`src/rtl/mux_uart_pkg.sv`:
```
// Shared constants and state encodings for the multi-channel MUX UART.
// Status register bit positions, serial frame length and the TX/RX FSM state enums.
package mux_uart_pkg;

    localparam int unsigned ST_RX_READY    = 0;
    localparam int unsigned ST_TX_READY    = 1;
    localparam int unsigned ST_TX_IDLE     = 2;
    localparam int unsigned ST_RX_OVERRUN  = 3;
    localparam int unsigned ST_TX_OVERFLOW = 4;
    localparam int unsigned ST_RX_FRAMING  = 5;

    // 8N1: start + 8 data + stop
    localparam int unsigned FRAME_BITS = 10;
    localparam int unsigned DATA_BITS  = FRAME_BITS - 2;

    typedef enum logic [1:0] {
        TX_IDLE,
        TX_START,
        TX_DATA,
        TX_STOP
    } tx_state_e;

    typedef enum logic [1:0] {
        RX_IDLE,
        RX_START,
        RX_DATA,
        RX_STOP
    } rx_state_e;

endpackage

```
`src/rtl/mux_uart_channel.sv`:
```
// One serial channel: TX FIFO, TX shifter FSM, sticky flags and (with MUX_UART_RX_EN)
// the receiver with synchronizer and holding register.
module mux_uart_channel
    import mux_uart_pkg::*;
#(
    parameter int unsigned FIFO_DEPTH   = 16,
    parameter int unsigned CLKS_PER_BIT = 16
) (
    input  logic       clock,
    input  logic       reset_n,
    input  logic       i_wr_status,
    input  logic       i_wr_data,
    input  logic [7:0] i_wdata,
    input  logic       i_rx,
    output logic       o_tx,
    output logic [7:0] o_status_c,
    output logic [7:0] o_rx_data
);

    localparam int unsigned AW    = $clog2(FIFO_DEPTH);
    localparam int unsigned CNT_W = $clog2(CLKS_PER_BIT);

    logic [7:0]      r_mem [FIFO_DEPTH];
    logic [AW:0]     r_wr_ptr;
    logic [AW:0]     r_rd_ptr;
    logic            w_empty;
    logic            w_full;
    logic            w_push;
    logic            w_pop;
    logic            w_overflow_set;
    logic [7:0]      w_fifo_head;
    logic [7:0]      w_clr;

    tx_state_e       r_tx_state;
    tx_state_e       w_tx_state_nxt;
    logic [CNT_W-1:0] r_tx_cnt;
    logic [CNT_W-1:0] w_tx_cnt_nxt;
    logic [2:0]      r_tx_bit;
    logic [2:0]      w_tx_bit_nxt;
    logic [7:0]      r_tx_shift;
    logic [7:0]      w_tx_shift_nxt;
    logic            r_tx;
    logic            w_tx_nxt;
    logic            w_tx_bit_end;
    logic            r_tx_overflow;

    assign w_empty     = (r_wr_ptr == r_rd_ptr);
    assign w_full      = (r_wr_ptr[AW] != r_rd_ptr[AW]) &&
                         (r_wr_ptr[AW-1:0] == r_rd_ptr[AW-1:0]);
    // A pop on the same edge frees a slot, so a push into a full FIFO still lands.
    assign w_push         = i_wr_data && (!w_full || w_pop);
    assign w_overflow_set = i_wr_data && w_full && !w_pop;
    assign w_fifo_head    = r_mem[r_rd_ptr[AW-1:0]];
    assign w_clr          = i_wr_status ? i_wdata : 8'h00;

    always_ff @(posedge clock) begin
        if (w_push) begin
            r_mem[r_wr_ptr[AW-1:0]] <= i_wdata;
        end
    end

    always_ff @(posedge clock or negedge reset_n) begin
        if (!reset_n) begin
            r_wr_ptr <= '0;
            r_rd_ptr <= '0;
        end else begin
            if (w_push) r_wr_ptr <= r_wr_ptr + (AW+1)'(1);
            if (w_pop)  r_rd_ptr <= r_rd_ptr + (AW+1)'(1);
        end
    end

    assign w_tx_bit_end = (r_tx_cnt == CNT_W'(CLKS_PER_BIT - 1));

    // TX next-state: stop bit chains straight into the next start bit when data is queued.
    always_comb begin
        w_tx_state_nxt = r_tx_state;
        w_tx_cnt_nxt   = (r_tx_state == TX_IDLE || w_tx_bit_end) ? '0 : r_tx_cnt + CNT_W'(1);
        w_tx_bit_nxt   = r_tx_bit;
        w_tx_shift_nxt = r_tx_shift;
        w_tx_nxt       = r_tx;
        w_pop          = 1'b0;
        case (r_tx_state)
            TX_IDLE: begin
                if (!w_empty) begin
                    w_pop          = 1'b1;
                    w_tx_shift_nxt = w_fifo_head;
                    w_tx_nxt       = 1'b0;
                    w_tx_state_nxt = TX_START;
                end
            end
            TX_START: begin
                if (w_tx_bit_end) begin
                    w_tx_nxt       = r_tx_shift[0];
                    w_tx_shift_nxt = {1'b0, r_tx_shift[7:1]};
                    w_tx_bit_nxt   = '0;
                    w_tx_state_nxt = TX_DATA;
                end
            end
            TX_DATA: begin
                if (w_tx_bit_end) begin
                    if (r_tx_bit == 3'(DATA_BITS - 1)) begin
                        w_tx_nxt       = 1'b1;
                        w_tx_state_nxt = TX_STOP;
                    end else begin
                        w_tx_nxt       = r_tx_shift[0];
                        w_tx_shift_nxt = {1'b0, r_tx_shift[7:1]};
                        w_tx_bit_nxt   = r_tx_bit + 3'(1);
                    end
                end
            end
            TX_STOP: begin
                if (w_tx_bit_end) begin
                    if (!w_empty) begin
                        w_pop          = 1'b1;
                        w_tx_shift_nxt = w_fifo_head;
                        w_tx_nxt       = 1'b0;
                        w_tx_state_nxt = TX_START;
                    end else begin
                        w_tx_state_nxt = TX_IDLE;
                    end
                end
            end
            default: begin
                w_tx_nxt       = 1'b1;
                w_tx_state_nxt = TX_IDLE;
            end
        endcase
    end

    always_ff @(posedge clock or negedge reset_n) begin
        if (!reset_n) begin
            r_tx_state    <= TX_IDLE;
            r_tx_cnt      <= '0;
            r_tx_bit      <= '0;
            r_tx_shift    <= '0;
            r_tx          <= 1'b1;
            r_tx_overflow <= 1'b0;
        end else begin
            r_tx_state    <= w_tx_state_nxt;
            r_tx_cnt      <= w_tx_cnt_nxt;
            r_tx_bit      <= w_tx_bit_nxt;
            r_tx_shift    <= w_tx_shift_nxt;
            r_tx          <= w_tx_nxt;
            r_tx_overflow <= (r_tx_overflow & ~w_clr[ST_TX_OVERFLOW]) | w_overflow_set;
        end
    end

    assign o_tx = r_tx;

`ifdef MUX_UART_RX_EN
    logic [1:0]       r_rx_sync;
    logic             r_rx_prev;
    logic             w_rx_s;
    logic             w_rx_fall;
    rx_state_e        r_rx_state;
    rx_state_e        w_rx_state_nxt;
    logic [CNT_W-1:0] r_rx_cnt;
    logic [CNT_W-1:0] w_rx_cnt_nxt;
    logic [2:0]       r_rx_bit;
    logic [2:0]       w_rx_bit_nxt;
    logic [7:0]       r_rx_shift;
    logic [7:0]       w_rx_shift_nxt;
    logic             w_rx_sample;
    logic             w_rx_done;
    logic [7:0]       r_rx_hold;
    logic             r_rx_ready;
    logic             r_rx_overrun;
    logic             r_rx_framing;

    assign w_rx_s    = r_rx_sync[1];
    assign w_rx_fall = r_rx_prev && !w_rx_s;
    // Start bit is checked mid-bit; every later sample is one full bit period on.
    assign w_rx_sample = (r_rx_state == RX_START) ? (r_rx_cnt == CNT_W'(CLKS_PER_BIT / 2 - 1))
                                                  : (r_rx_cnt == CNT_W'(CLKS_PER_BIT - 1));

    always_comb begin
        w_rx_state_nxt = r_rx_state;
        w_rx_cnt_nxt   = (r_rx_state == RX_IDLE || w_rx_sample) ? '0 : r_rx_cnt + CNT_W'(1);
        w_rx_bit_nxt   = r_rx_bit;
        w_rx_shift_nxt = r_rx_shift;
        w_rx_done      = 1'b0;
        case (r_rx_state)
            RX_IDLE: begin
                if (w_rx_fall) w_rx_state_nxt = RX_START;
            end
            RX_START: begin
                if (w_rx_sample) begin
                    w_rx_bit_nxt   = '0;
                    w_rx_state_nxt = w_rx_s ? RX_IDLE : RX_DATA;
                end
            end
            RX_DATA: begin
                if (w_rx_sample) begin
                    w_rx_shift_nxt = {w_rx_s, r_rx_shift[7:1]};
                    w_rx_bit_nxt   = r_rx_bit + 3'(1);
                    if (r_rx_bit == 3'(DATA_BITS - 1)) w_rx_state_nxt = RX_STOP;
                end
            end
            RX_STOP: begin
                if (w_rx_sample) begin
                    w_rx_done      = 1'b1;
                    w_rx_state_nxt = RX_IDLE;
                end
            end
            default: w_rx_state_nxt = RX_IDLE;
        endcase
    end

    always_ff @(posedge clock or negedge reset_n) begin
        if (!reset_n) begin
            r_rx_sync    <= 2'b11;
            r_rx_prev    <= 1'b1;
            r_rx_state   <= RX_IDLE;
            r_rx_cnt     <= '0;
            r_rx_bit     <= '0;
            r_rx_shift   <= '0;
            r_rx_hold    <= '0;
            r_rx_ready   <= 1'b0;
            r_rx_overrun <= 1'b0;
            r_rx_framing <= 1'b0;
        end else begin
            r_rx_sync    <= {r_rx_sync[0], i_rx};
            r_rx_prev    <= w_rx_s;
            r_rx_state   <= w_rx_state_nxt;
            r_rx_cnt     <= w_rx_cnt_nxt;
            r_rx_bit     <= w_rx_bit_nxt;
            r_rx_shift   <= w_rx_shift_nxt;
            if (w_rx_done) r_rx_hold <= r_rx_shift;
            r_rx_ready   <= (r_rx_ready   & ~w_clr[ST_RX_READY])   | w_rx_done;
            r_rx_overrun <= (r_rx_overrun & ~w_clr[ST_RX_OVERRUN]) | (w_rx_done & r_rx_ready);
            r_rx_framing <= (r_rx_framing & ~w_clr[ST_RX_FRAMING]) | (w_rx_done & ~w_rx_s);
        end
    end

    assign o_rx_data = r_rx_hold;

    always_comb begin
        o_status_c                 = 8'h00;
        o_status_c[ST_RX_READY]    = r_rx_ready;
        o_status_c[ST_TX_READY]    = !w_full;
        o_status_c[ST_TX_IDLE]     = w_empty && (r_tx_state == TX_IDLE);
        o_status_c[ST_RX_OVERRUN]  = r_rx_overrun;
        o_status_c[ST_TX_OVERFLOW] = r_tx_overflow;
        o_status_c[ST_RX_FRAMING]  = r_rx_framing;
    end
`else
    logic w_unused_rx;
    assign w_unused_rx = i_rx;
    assign o_rx_data   = 8'h00;

    always_comb begin
        o_status_c                 = 8'h00;
        o_status_c[ST_TX_READY]    = !w_full;
        o_status_c[ST_TX_IDLE]     = w_empty && (r_tx_state == TX_IDLE);
        o_status_c[ST_TX_OVERFLOW] = r_tx_overflow;
    end
`endif

endmodule

```
`src/rtl/mux_uart.sv`:
```
// CPU6 memory-mapped MUX UART: address decode, combinational read mux and CHANNELS
// channel instances. Define MUX_UART_RX_EN to build the receivers.
module mux_uart
    import mux_uart_pkg::*;
#(
    parameter logic [18:0] BASE_ADDR    = 19'h3f200,
    parameter int unsigned CHANNELS     = 4,
    parameter int unsigned FIFO_DEPTH   = 16,
    parameter int unsigned CLKS_PER_BIT = 16
) (
    input  logic                clock,
    input  logic                reset_n,
    input  logic [18:0]         address,
    input  logic                write_en,
    input  logic [7:0]          data_in,
    output logic [7:0]          data_out,
    output logic                hit,
    output logic [CHANNELS-1:0] tx,
    input  logic [CHANNELS-1:0] rx
);

    localparam int unsigned CH_W      = (CHANNELS > 1) ? $clog2(CHANNELS) : 1;
    localparam int unsigned OFF_W     = CH_W + 1;
    localparam logic [18:0] LAST_ADDR = BASE_ADDR + 19'(2 * CHANNELS - 1);

    logic [OFF_W-1:0]    w_offset;
    logic [CH_W-1:0]     w_sel;
    logic                w_is_data;
    logic [CHANNELS-1:0] w_wr_status;
    logic [CHANNELS-1:0] w_wr_data;
    logic [7:0]          w_status  [CHANNELS];
    logic [7:0]          w_rx_data [CHANNELS];

    assign hit       = (address >= BASE_ADDR) && (address <= LAST_ADDR);
    assign w_offset  = OFF_W'(address - BASE_ADDR);
    assign w_sel     = w_offset[OFF_W-1:1];
    assign w_is_data = w_offset[0];

    for (genvar g = 0; g < CHANNELS; g++) begin : g_ch
        assign w_wr_status[g] = write_en && hit && (w_sel == CH_W'(g)) && !w_is_data;
        assign w_wr_data[g]   = write_en && hit && (w_sel == CH_W'(g)) &&  w_is_data;

        mux_uart_channel #(
            .FIFO_DEPTH   (FIFO_DEPTH),
            .CLKS_PER_BIT (CLKS_PER_BIT)
        ) u_channel (
            .clock       (clock),
            .reset_n     (reset_n),
            .i_wr_status (w_wr_status[g]),
            .i_wr_data   (w_wr_data[g]),
            .i_wdata     (data_in),
            .i_rx        (rx[g]),
            .o_tx        (tx[g]),
            .o_status_c  (w_status[g]),
            .o_rx_data   (w_rx_data[g])
        );
    end

    // Read data is zero whenever the address falls outside the block.
    always_comb begin
        data_out = 8'h00;
        if (hit) begin
            for (int c = 0; c < CHANNELS; c++) begin
                if (w_sel == CH_W'(c)) begin
                    data_out = w_is_data ? w_rx_data[c] : w_status[c];
                end
            end
        end
    end

endmodule

```
`config.mk`:
```
export PLATFORM = sky130hd
export DESIGN_NAME = mux_uart
export DESIGN_NICKNAME = d
export VERILOG_FILES = /design/src/rtl/mux_uart_pkg.sv /design/src/rtl/mux_uart_channel.sv /design/src/rtl/mux_uart.sv
export SDC_FILE = /design/constraint.sdc
export NUM_CORES = 1
export LEC_CHECK = 0
export BUFFER_PORTS_ARGS = -buffer_cell sky130_fd_sc_hd__buf_2
export CAP_MARGIN = 20
export CORE_ASPECT_RATIO = 1.25
export CORE_MARGIN = 2
export CORE_UTILIZATION = 58
export DETAILED_ROUTE_END_ITERATION = 6
export GPL_ROUTABILITY_DRIVEN = 0
export PLACE_DENSITY = 0.74
export SETUP_SLACK_MARGIN = 0.1
export SLEW_MARGIN = 40
export SYNTH_ARGS = -nofsm -noshare
export SYNTH_HDL_FRONTEND = slang
export SYNTH_SLANG_ARGS = --single-unit
```
`constraint.sdc`:
```
create_clock -name clock -period 3.6 [get_ports clock]
set_clock_uncertainty 0.05 [all_clocks]
set_input_delay 0.18 -clock clock [delete_from_list [all_inputs] [get_ports clock]]
set_output_delay 0.18 -clock clock [all_outputs]
set_load 0.02 [all_outputs]
```
# After elaboration in Yosys (flattened, before gate mapping)
# Memories as Yosys holds them, arrays and structs flattened.
# Index checks and enable logic that the tools add are counted.
[word_totals]
register_bits = 116
memories = 4
ramBits = 512
output_inout_bits = 13
[op_classes]
n_addsub = 17
magnitude_cmp = 2
mux = 129
reduce_logical = 76
eq_ne = 59
bitwise = 12
[mem_list]
columns = ["name", "depth", "width", "rd", "rd_clocked_by_memory_dff", "wr", "line", "text"]
rows = [
  ["g_ch[0].u_channel.r_mem", 16, 8, 1, 0, 1, "mux_uart_channel.sv:23", "logic [7:0] r_mem [FIFO_DEPTH];"],
  ["g_ch[1].u_channel.r_mem", 16, 8, 1, 0, 1, "mux_uart_channel.sv:23", ""],
  ["g_ch[2].u_channel.r_mem", 16, 8, 1, 0, 1, "mux_uart_channel.sv:23", ""],
  ["g_ch[3].u_channel.r_mem", 16, 8, 1, 0, 1, "mux_uart_channel.sv:23", ""],
]
[op_table]
columns = ["operator", "n"]
rows = [
  ["two-way mux 8 bit", 24],
  ["one-hot mux 8 bit (4 select lines)", 4],
  ["two-way mux 5 bit", 9],
  ["adder 5 x 1 -> 5 bit, second input constant", 8],
  ["two-way mux 1 bit", 40],
  ["two-way mux 2 bit", 20],
  ["two-way mux 3 bit", 12],
  ["logical AND 1 bit", 34],
  ["!= test 2 x 1 -> 1 bit, second input constant", 16],
  ["one-hot mux 2 bit (4 select lines)", 4],
  ["AND reduction 4 bit", 8],
  ["one-hot mux 3 bit (2 select lines)", 4],
  ["equality test 2 bit, second input constant", 10],
  ["equality test 5 bit", 4],
  ["AND reduction 5 bit", 4],
  ["greater-or-equal comparator 19 x 18 -> 1 bit, second input constant", 1],
  ["<= comparator 19 x 18 -> 1 bit, second input constant", 1],
  ["adder 4 x 1 -> 4 bit, second input constant", 4],
  ["equality test 4 bit", 4],
  ["equality test 4 bit, second input constant", 4],
  ["two-way mux 4 bit", 4],
  ["!= test 2 bit, second input constant", 8],
  ["one-hot mux 1 bit (4 select lines)", 4],
  ["adder 3 x 1 -> 3 bit, second input constant", 4],
  ["other kinds (13)", 60],
]

# Longest topological paths before layout
[depth]
word_depth = 9
mapped_depth = 9

# Modules after synthesis
# A second synthesis with hierarchy kept.
[unflattened]
cells_unflattened = 1766
hier_area_um2 = 27387.5
[modules_own_cells]
columns = ["module", "cells_each", "area_each_um2", "instances", "seq_area_each_um2"]
rows = [
  ["mux_uart_channel (g_ch[0].u_channel ...)", 428, 6668.9, 2, 4570.6],
  ["mux_uart_channel (g_ch[2].u_channel)", 428, 6685.2, 1, 4570.6],
  ["mux_uart_channel (g_ch[3].u_channel)", 396, 6588.8, 1, 4570.6],
  ["mux_uart", 86, 775.7, 1, 0.0],
]

# Worst setup path before layout
# Ideal clock, no wire load.
[synth_timing]
path_kind = "register -> register"
start = "register g_ch[0].u_channel.r_tx_state[0]"
end = "memory g_ch[0].u_channel.r_mem[3][0] (enable)"
path_stages_with_launch = 9
required_time_ps = 3167
path_slack_ps = 1134
arrival_time_ps = 2033
setup_time_ps = 383
cell_sequence = "dfrtp_1 > inv_1 > ha_1 > clkbuf_1 > inv_1 > nand2_1 > nand3_1 > nand3_1 > nor3_1"
[synth_via]
elab_chain_len = 6
[synth_lines]
columns = ["item", "line", "text"]
rows = [
  ["start, declared", "mux_uart_channel.sv:34", "tx_state_e r_tx_state;"],
  ["start signal, assigned", "mux_uart_channel.sv:139", "r_tx_state <= w_tx_state_nxt;"],
  ["equality test 2 bit or logical NOT 2 bit (tied branches)", "mux_uart_channel.sv:82", "case (r_tx_state)"],
  ["one-hot mux 1 bit (2 select lines) (*)", "mux_uart_channel.sv:82", ""],
  ["logical OR 1 bit (*)", "mux_uart_channel.sv:51", "assign w_push = i_wr_data && (!w_full || w_pop);"],
  ["logical AND 1 bit (*)", "mux_uart_channel.sv:51", ""],
  ["two-way mux 1 bit (*)", "mux_uart_channel.sv:57", "if (w_push) begin"],
  ["two-way mux 1 bit (not written as such) (*)", "mux_uart_channel.sv:58", "r_mem[r_wr_ptr[AW-1:0]] <= i_wdata;"],
  ["end, declared", "mux_uart_channel.sv:23", ""],
]
# Mark *: on every way between the ends. The rest lies on a longest branch, timed or not.

# Final worst setup path
[layout_timing]
start = "register g_ch[1].u_channel.r_tx_state[0]"
end = "memory g_ch[1].u_channel.r_mem[12][2] (enable)"
[layout_via]
elab_chain_len = 6
[layout_lines]
columns = ["item", "line"]
rows = [
  ["start, declared", "mux_uart_channel.sv:34"],
  ["start signal, assigned", "mux_uart_channel.sv:139"],
  ["equality test 2 bit or logical NOT 2 bit (tied branches)", "mux_uart_channel.sv:82"],
  ["one-hot mux 1 bit (2 select lines) (*)", "mux_uart_channel.sv:82"],
  ["logical OR 1 bit (*)", "mux_uart_channel.sv:51"],
  ["logical AND 1 bit (*)", "mux_uart_channel.sv:51"],
  ["two-way mux 1 bit (*)", "mux_uart_channel.sv:57"],
  ["two-way mux 1 bit (not written as such) (*)", "mux_uart_channel.sv:58"],
  ["end, declared", "mux_uart_channel.sv:23"],
]
# Marks and branches as above.

==> summary.md <==
| Metric | Value |
|---|---|
| Outcome | complete, but fails checks |
| Failing checks | DRC |
| Crit Path Max Fanout | 14 |
| TNS Setup | 0 ns |
| ANT nets after route | 0 |
| All-Layer GR Usage | 22.4% |
| Critical path capture point type | register |
| Bufs and invs on worst path | 2 |
| Setup repair bufs after CTS | 0 |
| Worst vdd ir | about 0.34 mV |
| Initial Util | between 50% and 60% |
| Clock sink count | 628 |
| Tmin final | 3.03 ns |
| Vias post-DR | ~13000 |
| Critical Path RT | around 3.9 ns |
| Fin Hold WS | about 0.032 ns |
| Core box area | 45000 um^2 |
| Largest net degree at the start of global routing | ~70 |
| Die Area | around 47000 um^2 |
| Area of the multi-input gates | 7500 um^2 |
| Worst-path cell chain | inv_1, ha_1, clkinv_1, nand2_1, nand3_1, and2_1, and3_1 |
| Number of port buffers | 37 |
| Pleak | ~10 nW |
| Slowest stage delay, CP | 0.51 ns |
| Filler cells | 2944 |
| Part of the Yosys area used for sequential elements | 69.6% |
| CTS Buffer Depth | 3 |
| # diodes | 0 |
| CP max-delay cell | ha_1 |
| Max-slew headroom | 51.1% |
| Area Growth Syn to Fin | 10.8% |
| Peak Freq | 0.330 GHz |
| Vias in the first global route | ~14000 |
| MaxCap Viol Count | 0 |
| Synthesis-stage register bit count | around 630 |
| Worst-Skew Late Latency | between 0.5 and 0.6 ns |
| Cell count after synthesis | 1479 |
| Worst Tran Pin Value | roughly 0.73 ns |
| Ports | 47 |
| Main synth FF type | edfxtp_1 |
| Drt initial violations | 984 |
| Synth warn | 0 |
| # resized after CTS | 0 |
| Site Rows | between 80 and 90 |
| CTS tree | yes |
| Global-route wire length before repair | 79.4 mm |
| Post-Route WL | 51.3 mm |
| Cell variety after synth | 70 |
| Cell Pwr Density | 483 nW/um^2 |
| Sequential cell area | about 18000 um^2 |
| Post-synthesis async set-or-reset flop share | a little under a fifth |
| Post-DP HPWL | 32.9 mm |
| Arrival time worst endpoint | about 3.3 ns |
| Tcrit/Tclk final | a little over four fifths |
| Crit Path Class | register to register |
| Total Nets Final | around 1600 |
| Hold violation total from the final report | 0 |
| Die H | roughly 240 um |
| Wirelength per Cell | between 20 and 25 um |
| Worst-path clk slew | 0.06 ns |
| EDFF count, synth | around 500 |
| RSZ-0062 raised after global routing | false |
| Post-Syn Area | 26300 um^2 |
| Worst setup SP type | register |
| Post-Synthesis Mean Instance Area | between 15 and 20 um^2 |
| Drt drc | 7 |
| CTS Root Cell | clkbuf_16 |
| CTS Buf Count | 57 |
| Share of post-route cells with drive strength above 1 | between 20 and 25% |
| Final setup viols | 0 |
| Initial antenna violation count | 2 |
| Slew Viols, Final | 0 |
| DRT Pass-1 Iters | 7 |
| Overflow after GRT | 0 |
| Worst hold path class | input port to register |
| H-tree depth | 2 |
| Delay-heaviest family, CP | simple AND/OR/NAND/NOR gates |
| Chip width | ~190 um |
| Via/cell ratio | a little over 6 |
[cell usage after synthesis (4+ instances only)]
cell	number	area share [%]
a211o_1	8	0.27
a21oi_1	26	0.50
a221oi_1	14	0.47
a22o_1	7	0.23
a22oi_1	7	0.20
a31oi_1	19	0.45
and2_1	15	0.36
and3_1	44	1.0
and4_1	6	0.20
and4b_1	4	0.15
buf_1	6	0.086
buf_2	21	0.40
buf_4	10	0.29
clkbuf_1	45	0.64
dfrtp_1	112	11
dfstp_2	4	0.40
edfxtp_1	512	59
ha_1	49	2.3
inv_1	28	0.40
mux2_2	12	0.51
mux2i_1	37	1.4
mux4_2	141	12
nand2_1	75	1.1
nand2b_1	7	0.17
nand3_1	12	0.23
nand4_1	13	0.31
nand4b_1	4	0.13
nor2_1	48	0.69
nor2b_1	19	0.45
nor3_1	11	0.21
nor3b_1	6	0.17
nor4_1	4	0.095
o211ai_1	8	0.23
o21ai_0	28	0.53
o31ai_1	8	0.23
or2_2	4	0.095
xnor2_1	46	1.5
xor2_1	13	0.43
[registers in the layout, summed over array words and instances (netlist names)]
name                          cells
g_ch.u_channel.o_tx               4
g_ch.u_channel.r_mem            512
g_ch.u_channel.r_rd_ptr          20
g_ch.u_channel.r_tx_bit          12
g_ch.u_channel.r_tx_cnt          16
g_ch.u_channel.r_tx_overflow      4
g_ch.u_channel.r_tx_shift        32
g_ch.u_channel.r_tx_state         8
g_ch.u_channel.r_wr_ptr          20
[final cells by class]
| type | instances | area share, % |
|---|---|---|
| Tap cell | 578 | 2.49 |
| Clock inverter | 29 | 0.950 |
| Multi-Input combinational cell | 741 | 25.8 |
| Clock buffer | 78 | 5.49 |
| Inverter | 31 | 0.400 |
| Timing Repair Buffer | 83 | 2.06 |
| Sequential cell | 628 | 62.8 |
[per-stage QoR]
step / cell area (um^2) / std cells / utilization [%] / total power, mW / worst slack, ns
6_report: 29100 / 2168 / 64.7 / 14.1 / 0.568
5_1_grt: 29100 / 2168 / 64.7 / 14.4 / 0.349
4_1_cts: 29100 / 2166 / 64.6 / 14.2 / 0.592
3_5_place_dp: 27100 / 2054 / 60.4 / 8.19 / 0.569
3_3_place_gp: 27100 / 2054 / 60.3 / 8.18 / 0.649
2_1_floorplan: 26300 / 1483 / - / 8.03 / 1.13
[path summary, 6_finish.rpt]
check                                                       startpoint  depth (start not counted)                                         to  slack (ns)
max reg2reg                g_ch[1].u_channel.r_tx_state[0]$_DFFE_PN0P_                          7   g_ch[1].u_channel.r_mem[12][2]$_DFFE_PP_        0.57
max                        g_ch[1].u_channel.r_tx_state[0]$_DFFE_PN0P_                          7   g_ch[1].u_channel.r_mem[12][2]$_DFFE_PP_        0.57
min                                                           write_en                          5  g_ch[0].u_channel.r_tx_overflow$_DFF_PN0_        0.03
min reg2reg                         g_ch[2].u_channel.o_tx$_DFFE_PN1P_                          1         g_ch[2].u_channel.o_tx$_DFFE_PN1P_        0.43
max in group asynchronous                                      reset_n                          3         g_ch[1].u_channel.o_tx$_DFFE_PN1P_        2.61
min in group asynchronous                                      reset_n                          2  g_ch[0].u_channel.r_tx_bit[2]$_DFFE_PN0P_        0.12
[power breakdown]
group | switching (mW) | internal [mW]
logic | 0.150 | 0.0314
registers | 0.0000230 | 7.86
clock network | 2.55 | 3.46
total | 2.70 | 11.4
[per-layer routing]
metal / GRT usage [%] / wire length, um
met5: 0 / 12
met2: 38.8 / 26400
met1: 29.3 / 20600
met3: 3.42 / 2750
met4: 7.78 / 1610
[worst register-to-register path, stage by stage (launching register included)]
cell and delay [ns]:
dfrtp_1 0.43, inv_1 0.09, ha_1 0.51, clkinv_1 0.36
nand2_1 0.17, nand3_1 0.30, and2_1 0.42, and3_1 0.40
[cell families after synthesis]
logic type	count (synthesis)	synth area share, %
AOI/OAI and AO/OA	147	3.86
muxes	190	14.0
and+or+nand+nor	291	6.27
buffers and inverters	114	1.90
other	1	0.0143
adders and majority gates	49	2.34
DFF	628	69.6
xor gates and xnor gates	59	1.97
[cells in the final DEF, fill, tap and decap left out, types with 15 or more instances in the layout]
cell and n:
edfxtp_1 512, xnor2_1 46, inv_1 28, mux4_2 141, ha_1 49, and3_1 44, nor2b_1 18, nand2_1 75
a21oi_1 26, buf_4 38, nor2_1 48, and2_1 15, dfrtp_1 108, clkbuf_16 59, buf_2 35, o21ai_0 28
mux2i_1 37, a31oi_1 19
[repair_timing]
item / 4_1_cts / 5_1_grt
hold buffers: 5 / 1
setup endpoints to repair: 0 / 0
hold endpoints to repair: 71 / 16
Power figures use the tool's default switching activity.
